`src/rtl/toggle_cover_collector.sv`:
```
// rtl/toggle_cover_collector.sv - sticky toggle-coverage collector draining first hits over a valid/ready stream
module toggle_cover_collector #(
  parameter int N           = 11,
  parameter int COVER_INDEX = 0,
  parameter int COVER_TOTAL = 28338,
  parameter int INDEX_W     = 32,
  localparam int CNT_W      = $clog2(N + 1)
) (
  input  logic               clock,
  input  logic               reset,
  input  logic [N-1:0]       valid,
  input  logic               clear,
  output logic               out_valid,
  input  logic               out_ready,
  output logic [INDEX_W-1:0] out_index,
  output logic [CNT_W-1:0]   hit_count,
  output logic               all_covered
);

  localparam logic [CNT_W:0] N_EXT = (CNT_W + 1)'(N);

  // The local cover range must sit inside the global space and be addressable.
  if ((COVER_INDEX + N > COVER_TOTAL) ||
      ((INDEX_W < 31) && (COVER_TOTAL - 1 >= (1 << INDEX_W)))) begin : g_bad_params
    $error("toggle_cover_collector: cover range does not fit COVER_TOTAL/INDEX_W");
  end

  logic [N-1:0]       sticky;
  logic [N-1:0]       pending;
  logic [N-1:0]       new_hits;
  logic [N-1:0]       pick_mask;
  logic [N-1:0]       pending_next;
  logic [INDEX_W-1:0] pick_index;
  logic               pick_any;
  logic               load;
  logic [CNT_W-1:0]   new_cnt;
  logic [CNT_W-1:0]   cnt_next;
  logic [CNT_W:0]     cnt_sum;

  // First hits this cycle and the resulting distinct-hit count (saturating at N).
  always_comb begin
    new_hits = valid & ~sticky;
    new_cnt  = '0;
    for (int i = 0; i < N; i++) begin
      new_cnt = new_cnt + CNT_W'(new_hits[i]);
    end
    cnt_sum  = {1'b0, hit_count} + {1'b0, new_cnt};
    cnt_next = (cnt_sum > N_EXT) ? CNT_W'(N) : cnt_sum[CNT_W-1:0];
  end

  // Lowest registered pending bit is the next point to present; new hits join pending a cycle later.
  always_comb begin
    pick_mask  = '0;
    pick_index = '0;
    for (int i = N - 1; i >= 0; i--) begin
      if (pending[i]) begin
        pick_mask    = '0;
        pick_mask[i] = 1'b1;
        pick_index   = INDEX_W'(COVER_INDEX) + INDEX_W'(i);
      end
    end
    pick_any     = |pending;
    load         = !out_valid || out_ready;
    pending_next = (pending & ~(load ? pick_mask : '0)) | new_hits;
  end

  // Coverage state plus the registered output stage; clear drops everything including an in-flight report.
  always_ff @(posedge clock or posedge reset) begin
    if (reset) begin
      sticky    <= '0;
      pending   <= '0;
      hit_count <= '0;
      out_valid <= 1'b0;
      out_index <= '0;
    end else if (clear) begin
      sticky    <= '0;
      pending   <= '0;
      hit_count <= '0;
      out_valid <= 1'b0;
    end else begin
      sticky    <= sticky | valid;
      pending   <= pending_next;
      hit_count <= cnt_next;
      if (load) begin
        out_valid <= pick_any;
        if (pick_any) begin
          out_index <= pick_index;
        end
      end
    end
  end

  assign all_covered = (hit_count == CNT_W'(N));

`ifndef SYNTHESIS
  a_stall_stable: assert property (@(posedge clock) disable iff (reset)
    (out_valid && !out_ready && !clear) |=> (out_valid && $stable(out_index)));
  a_count_matches: assert property (@(posedge clock) disable iff (reset)
    $countones(sticky) == int'(hit_count));
  a_pending_subset: assert property (@(posedge clock) disable iff (reset)
    (pending & ~sticky) == '0);
`endif

endmodule

```
`config.mk`:
```
export PLATFORM = sky130hd
export DESIGN_NAME = toggle_cover_collector
export DESIGN_NICKNAME = d
export VERILOG_FILES = /design/src/rtl/toggle_cover_collector.sv
export SDC_FILE = /design/constraint.sdc
export NUM_CORES = 1
export LEC_CHECK = 0
export CORE_MARGIN = 1.5
export CORE_UTILIZATION = 37
export DETAILED_ROUTE_END_ITERATION = 6
export PLACE_DENSITY = 0.78
export SLEW_MARGIN = 20
export SYNTH_ARGS = -nofsm -noshare
export SYNTH_HDL_FRONTEND = slang
export SYNTH_SLANG_ARGS = --single-unit
```
`constraint.sdc`:
```
create_clock -name clock -period 4.4 [get_ports clock]
set_clock_uncertainty 0.1 [all_clocks]
set_input_delay 0.88 -clock clock [delete_from_list [all_inputs] [get_ports clock]]
set_output_delay 0.88 -clock clock [all_outputs]
set_load 0.03 [all_outputs]
```
Yosys cells after proc, flatten, opt, wreduce, memory -nomap -nowiden. Index checks and enable logic that the tools add are counted.

Logic and storage cells: 59. Register bits after elaboration: 59. Bits of input ports: 15. Output and inout port bits: 38.

Reduce and logical (&&, ||, !) cells: 5. Bitwise gates (word level): 7. Mux-type cells: 29. Equality and inequality tests: 1. $add $sub $neg: 11. Order comparisons: 1.

Operators with widths (count): $mux W32 (10); $mux W11 (14); $add A4 B1 Y4 (7); $and A11 B11 Y11 (2); $not A11 Y11 (2); $or A11 B11 Y11 (2); $mux W4 (3); $reduce_or A11 Y1 (1); $add A4 B4 Y5 (1); $gt A5 B4 Y1 const B (1); $add A3 B1 Y4 (1); $eq A4 B4 Y1 const B (1); $add A2 B1 Y3 (1); $reduce_and A3 Y1 (1); $add A1 B1 Y2 (1); $mux W1 (2); $reduce_bool A2 Y1 (1); $logic_not A1 Y1 (1); $logic_or A1 B1 Y1 (1); $not A1 Y1 (1).

Logic depth before layout (Yosys ltp). Gate-level depths: netlist of run 1.

Depth in word-level cells: 16. Depth in mapped cells: 14.

Least setup slack after synthesis of run 1. OpenSTA, ideal clock, no wires.

Path kind: input port to flip-flop. Start point: in valid[0]. End point: reg hit_count[0]. Required time: 4.158 ns. Arrival time: 4.418 ns. Path buffers: 0. Stages on the path: 14. Path slack: -0.260 ns. Cell sequence: nand2b_1 -> fa_1 -> inv_1 -> fa_1 -> inv_1 -> fa_1 -> fa_1 -> inv_1 -> ha_1 -> fa_1 -> a21o_1 -> a21oi_1 -> xor2_1 -> o221ai_1.

Longest elaborated chain between the ends: 15.

RTL lines: start: declaration (line 11) `input logic [N-1:0] valid,`; $and A11 B11 Y11 * (line 42) `new_hits = valid & ~sticky;`; $add A1 B1 Y2 * (line 45) `new_cnt = new_cnt + CNT_W'(new_hits[i]);`; $add A2 B1 Y3 * (line 45); $add A3 B1 Y4 * (line 45); $add A4 B1 Y4 * (7 in a row) (line 45); $add A4 B4 Y5 * (line 47) `cnt_sum = {1'b0, hit_count} + {1'b0, new_cnt};`; $gt A5 B4 Y1 (line 48) `cnt_next = (cnt_sum > N_EXT) ? CNT_W'(N) : cnt_sum[CNT_W-1:0];`; $mux W4 * (line 48); $mux W4 * (line 75) `end else if (clear) begin`; end signal: assignment (line 83) `hit_count <= cnt_next;`; end: declaration (line 16) `output logic [CNT_W-1:0] hit_count,`.

Mark *: on every way between the ends. The rest lies on a longest branch, timed or not. A chain may end at the register's enable or synchronous reset.

Worst setup path in the final report of run 1.
Start point: in valid[4]. End point: reg hit_count[0].

Longest elaborated chain between the ends: 12.

RTL lines (line): $and A11 B11 Y11 * (42); $add A4 B1 Y4 * (7 in a row) (45); $add A4 B4 Y5 * (47); $gt A5 B4 Y1 (48); $mux W4 * (48); $mux W4 * (75).

Marks and branches as above.

==> out/results.tsv, run 1 <==
stage	metric	value	unit
outcome	outcome	complete, no violations	
pwr	p_sw	0.4946	mW
floorplan	rows	25	
flow_run	cap_viol_max_count	0	
setup_path	path_class	in -> reg	
place	io_buffers	24	
global_route	grt_max_degree	32	
synthesis	syn_area	1873	um2
clocking	cts_tree	done	
place	place_congestion	0.7834	
clocking	cts_buffer_depth	2	
setup_path	critPathMaxFanout	4	
setup_path	critPathMaxStageDelay	510	ps
synthesis	synth_cell_types	32	
global_route	antenna_found_initial	0	
routing	top_layer	met4	
synthesis	synth_top_area_frac	0.4142	
clocking	cts_sinks	31	
pwr	power_frac_comb	0.522	
synthesis	synth-warning-count	0	
clocking	cts_buffers	5	
pwr	p_int	0.7296	mW
timing	drv_slew	0	
timing	fmax	229.9	MHz
global_route	overflow	0	
routing	route.met2.wl	1682	um
pwr	swShare	0.4040	
synthesis	synthTopCellsByArea	dfrtp_1 (41%), buf_4 (11%), fa_1 (7.5%)	
worst_hold_path	min_path_cells	2	
pwr	power_leakage	1.143	nW
synthesis	ys_seq_elements	31	
floorplan	initial_core_util	0.3914	
place	hpwl	2573	um
synthesis	yosys.area.top_type	dfrtp_1	
setup_path	cp.arrival	4400	ps
finish	n_antenna_cell	0	
setup_path	cp_common_cell	fa_1	
pwr	ir_worst_vdd	262.7	uV
routing	met1Wirelength	1516	um
finish	final_nets	262	
synthesis	avgSynthCellArea	9.655	um2
clocking	clk_pin_slew_worst_paths	60	ps
routing	ant_nets	0	
finish	syn_to_final_growth	22.98	%
timing	hold_viol_final	0	
routing	vias	1339	
floorplan	core-area	4786	um2
clocking	clk_latency	290	ps
finish	layout-drive-gt1-share	0.1602	
setup_path	cpMaxStageDelayCell	fa_1	
routing	drc	0	
pwr	p_per_area	531.5	nW/um2
timing	worst_slew_pin_slew	910.5	ps
setup_path	cp.required	4450	ps
routing	dr.pass1.iters	4	
routing	wl_met3	235	um
clocking	cts_max_level	2	
pwr	power_frac_seq	0.292	
setup_path	reg2reg_depth	14	
floorplan	die_h	74.15	um
routing	wl	3500	um
floorplan	pin_count	53	
setup_path	worstPathCellList	buf_6 > nor2b_4 > fa_1 > fa_1 > inv_1 > fa_1 > fa_1 > inv_2 > ha_4 > fa_2 > a21o_1 > a21oi_2 > xor2_2 > o221ai_1	
global_route	grt_pass1_vias	1243	
routing	drt-wirelength-per-cell	11.74	um
setup_path	crit_path_start_kind	input pin	
pwr	p_total	1.224	mW
synthesis	syn_inst	194	
worst_hold_path	hold_path_class	reg -> reg	
synthesis	ys_seq_area_frac	0.4142	
routing	vias_per_cell	4.493	
floorplan	die_area	5498	um2
timing	grt_setup_unrepaired	true	
timing	finalSetupViolCount	0	
clocking	clock-root-buffer	clkbuf_8	
pwr	pwr-share-clk	0.186	
global_route	grt_use_total	0.1432	
timing	tns	0	ps
timing	slew_headroom	0.3924	
setup_path	end_kind	register	
finish	fillers	474	
floorplan	die_w	74.15	um
timing	fin_crit	4350	ps
timing	period_share	0.9887	
global_route	grt_first_pass_wirelength	5747	um
routing	dr.first_iter.drc_count	32	
==> metal layers <==
| layer | GRT usage | vias up |
|---|---|---|
| li1 | - | 658 |
| met1 | 0.1849 | 629 |
| met2 | 0.2252 | 46 |
| met3 | 0.04065 | 6 |
| met4 | 0.06173 | 0 |
| met5 | 0 | - |
==> cell type report <==
class                           instances  area [um2]  area share
Clock buffer                            6       82.58     0.03585
Timing Repair Buffer                   34       309.0      0.1342
Sequential cell                        31       775.7      0.3368
Inverter                               16       60.06     0.02607
Tap cell                               67       83.83     0.03639
Multi-Input combinational cell        143       987.2      0.4286
Clock inverter                          1       5.005    0.002173
==> worst max-delay path, delay by kind of cell <==
| family | cells | cell delay, ps |
|---|---|---|
| XOR/XNOR | 1 | 220 |
| AND/OR/NAND/NOR | 1 | 120 |
| AO/OA/AOI/OAI | 3 | 510 |
| buffers and inverters | 3 | 190 |
| adder cells (fa/ha/maj) | 6 | 2480 |
==> sequential cells by signal, summed over array words and instances (netlist names) <==
| register | cells |
|---|---|
| hit_count | 4 |
| out_index | 4 |
| out_valid | 1 |
| pending | 11 |
| sticky | 11 |
==> cells by family (layout without fill, tap and decap cells) <==
| logic type | after synthesis | count (layout) | synth area share |
|---|---|---|---|
| buffers and inverters | 47 | 57 | 0.1503 |
| DFF | 31 | 31 | 0.4142 |
| and+or+nand+nor | 63 | 63 | 0.1683 |
| AOI/OAI and AO/OA | 33 | 33 | 0.1162 |
| xor gates and xnor gates | 3 | 3 | 0.01403 |
| adders and majority gates | 16 | 16 | 0.1349 |
| other | 1 | 28 | 0.002002 |
==> stage by stage <==
step / cells / instance area [um2] / hold WS [ps] / setup slack [ps] / utilization
after global routing: 298 / 2303 / 401.6 / -48.30 / 0.4813
final: 298 / 2303 / 376.5 / 49.65 / 0.4813
after detailed placement: 285 / 2141 / 361.7 / -758.7 / 0.4473
after floorplan: 221 / 2008 / 351.7 / -41.09 / -
after global placement: 285 / 2141 / 365.2 / -640.5 / 0.4473
after CTS: 295 / 2265 / 385.8 / -34.97 / 0.4732
==> path summary, 6_finish.rpt <==
| path | from | to | slack [ps] |
|---|---|---|---|
| setup / recovery | valid[4] | hit_count[0] | 50 |
| hold / removal | out_index[3] | out_index[3] | 380 |
| setup reg to reg | sticky[0] | hit_count[0] | 260 |
| hold reg to reg | out_index[3] | out_index[3] | 380 |
| max in group asynchronous | reset | pending[8] | 2550 |
| min in group asynchronous | reset | sticky[2] | 990 |
==> layout by cell type (no fill, tap or decap), drive strengths merged, types with 2 or more instances in the layout <==
master          n
dfrtp          31
nor2           28
conb           28
clkdlybuf4s50  19
inv            16
buf            15
a21oi          14
nand2b         12
ha              9
nand2           7
fa              7
o21ai           6
clkbuf          6
nor2b           6
xor2            3
a21o            2
nand3           2
o31ai           2
nor3            2
o221ai          2
nor4            2
o41ai           2
==> what timing repair did <==
action / 4_1_cts / 5_1_grt
setup endpoints to repair: 4 / 4
setup buffers: 3 / 3
pin swaps: 9 / 12
hold buffers: 0 / 0
resized for setup: 23 / 10
==> power groups by stage <==
| stage | sequential, mW | clock, mW | combinational [mW] |
|---|---|---|---|
| after floorplan | 0.397 | 0 | 0.410 |
| after global placement | 0.363 | 0 | 0.545 |
| after detailed placement | 0.363 | 0 | 0.582 |
| after CTS | 0.358 | 0.236 | 0.611 |
| after global routing | 0.365 | 0.245 | 0.723 |
| final | 0.358 | 0.227 | 0.639 |
==> synth_stat cells <==
cell type	number
a211oi_1	1
clkbuf_1	3
nand2b_1	12
a21o_1	2
dfrtp_1	31
xor2_1	3
conb_1	1
and4b_1	1
o21ai_0	6
nor3_1	2
o221ai_1	2
inv_1	16
nor2_1	28
a311o_2	1
and3b_1	1
buf_4	28
a221oi_1	1
o41ai_1	1
nor4_1	1
or3_1	1
ha_1	9
o31ai_1	2
nand3_1	2
a21oi_1	14
o41ai_2	1
or2b_1	1
nand2_1	7
nor2b_1	6
a211o_1	1
a41oi_1	1
nor4_2	1
fa_1	7
(Power assumes the default switching activity.)
==> inputs of run 2 (changes only) <==
--- a/config.mk
+++ b/config.mk
@@ -9,7 +9,8 @@
 export CORE_UTILIZATION = 37
 export DETAILED_ROUTE_END_ITERATION = 6
 export PLACE_DENSITY = 0.78
-export SLEW_MARGIN = 20
+export REMOVE_ABC_BUFFERS = 1
+export SLEW_MARGIN = 40
 export SYNTH_ARGS = -nofsm -noshare
 export SYNTH_HDL_FRONTEND = slang
 export SYNTH_SLANG_ARGS = --single-unit
==> run 2 against run 1 <==
Compared with the run above:
- sequential power is essentially flat
- core utilization is 4.7 points higher
- sequential share of layout area is 3.0 points lower
- die area is the same
- worst setup slack improved by 7.6 ps
==> out/results.tsv, run 2 (synthesis results as in run 1) <==
stage	metric	value	unit
floorplan	die_h	74.15	um
global_route	grt_use_total	0.1710	
setup_path	critPathMaxFanout	4	
timing	grt_setup_unrepaired	true	
setup_path	cp.arrival	4400	ps
finish	fillers	419	
setup_path	end_kind	register	
clocking	clock-root-buffer	clkbuf_8	
timing	period_share	0.9870	
global_route	overflow	0	
clocking	cts_sinks	31	
finish	layout-drive-gt1-share	0.2538	
clocking	cts_buffers	5	
finish	final_nets	291	
timing	setup_ws	57.21	ps
outcome	outcome	complete, no violations	
timing	hold_viol_final	0	
setup_path	worstPathCellList	buf_6 > nor2b_4 > fa_1 > fa_1 > inv_1 > fa_1 > fa_1 > inv_1 > ha_2 > fa_2 > a21o_1 > a21oi_2 > xor2_2 > o221ai_1	
floorplan	core-area	4786	um2
finish	syn_to_final_growth	35.00	%
timing	drv_slew	0	
setup_path	regToRegEndpoint	hit_count[0]	
setup_path	path_class	in -> reg	
global_route	grt_max_degree	32	
timing	fmax	230.3	MHz
timing	tns	0	ps
floorplan	pin_count	53	
timing	finalSetupViolCount	0	
setup_path	cp_common_cell	fa_1	
routing	dr.first_iter.drc_count	109	
clocking	clk_latency	290	ps
routing	ant_nets	0	
clocking	cts_buffer_depth	2	
place	place_congestion	0.7986	
routing	drt-wirelength-per-cell	12.83	um
flow_run	cap_viol_max_count	0	
worst_hold_path	holdPathEnd	out_index[1]	
setup_path	crit-reg2reg-launch	sticky[2]	
routing	vias	1488	
place	hpwl	2585	um
worst_hold_path	hold_path_class	reg -> reg	
finish	n_antenna_cell	0	
global_route	grt_pass1_vias	1475	
clocking	hold_buffers	0	
finish	final_area	2529	um2
global_route	grt_first_pass_wirelength	6879	um
clocking	cts_max_level	2	
worst_hold_path	min_path_cells	2	
finish	mostFrequentLayoutCell	buf_4	
floorplan	die_w	74.15	um
pwr	power_leakage	1.291	nW
setup_path	reg2reg_depth	14	
place	io_buffers	24	
pwr	p_per_area	507.8	nW/um2
place	post-place-ws	-970.5	ps
worst_hold_path	min-delay-start	out_index[1]	
floorplan	initial_core_util	0.3914	
clocking	clk_pin_slew_worst_paths	70	ps
setup_path	crit_path_start_kind	input pin	
place	place_area	2152	um2
routing	vias_per_cell	4.550	
finish	final_cell_mix	buf_4 (38), dfrtp_1 (31), nor2_1 (28), conb_1 (28), clkdlybuf4s50_1 (18)	
clocking	cts_tree	done	
setup_path	cpMaxStageDelayCell	fa_1	
routing	wl	4197	um
floorplan	die_area	5498	um2
global_route	antenna_found_initial	0	
setup_path	cp.required	4450	ps
pwr	ir_worst_vdd	265.9	uV
setup_path	crit_start	valid[4]	
timing	slew_headroom	0.5705	
setup_path	critPathMaxStageDelay	520	ps
timing	fin_crit	4343	ps
floorplan	rows	25	
finish	top_regs	pending x11, sticky x11	
routing	drc	0	
timing	worst_slew_pin_slew	643.6	ps
routing	dr.pass1.iters	4	
setup_path	rrSetupSlack	260	ps
run 2: critical path: cells and delay by family:
| kind | cells | cell delay (ps) |
|---|---|---|
| AO/OA/AOI/OAI | 3 | 490 |
| XOR/XNOR | 1 | 240 |
| adder cells (fa/ha/maj) | 6 | 2480 |
| buffers and inverters | 3 | 190 |
| AND/OR/NAND/NOR | 1 | 120 |
run 2: stage by stage:
step	hold slack (ps)	util	cells	total power, mW
after floorplan	351.7	-	190	0.7745
after global placement	361.5	0.4497	291	0.9507
after detailed placement	361.2	0.4497	291	0.9740
after CTS	380.5	0.5244	329	1.272
after global routing	405.8	0.5284	327	1.394
final	375.5	0.5284	327	1.284
run 2: how the worst max path moves through the flow:
stage                        end  slack, ps  cells after the start
detailed placement  hit_count[1]       -970                     15
floorplan           hit_count[0]       -260                     14
finish              hit_count[0]         60                     14
global placement    hit_count[1]       -880                     15
global route        hit_count[0]       -100                     15
CTS                 hit_count[1]        -40                     15
run 2: area by class of cell:
type	count	area, um2	area share
Timing Repair Buffer	63	540.5	0.2138
Tap cell	67	83.83	0.03315
Sequential cell	31	775.7	0.3068
Clock buffer	6	82.58	0.03266
Inverter	16	60.06	0.02375
Clock inverter	1	5.005	0.001979
Multi-Input combinational cell	143	980.9	0.3879
run 2: per-layer routing:
layer | track usage | share of wire | routed length (um)
met5 | 0 | 0 | 0
met4 | 0.09259 | 0.032 | 134
met3 | 0.03794 | 0.049 | 204
met1 | 0.2108 | 0.43 | 1815
met2 | 0.2788 | 0.49 | 2043
run 2: power breakdown:
part	leakage [nW]	switching (mW)	total, mW	internal, mW
registers	0.396	0.0297	0.355	0.326
logic	0.848	0.375	0.698	0.323
clock network	0.0470	0.108	0.231	0.123
run 2: what timing repair did:
| item | CTS | global route |
|---|---|---|
| resized for setup | 36 | 7 |
| pin swaps | 12 | 10 |
| setup endpoints to repair | 4 | 5 |
| setup buffers | 31 | 0 |
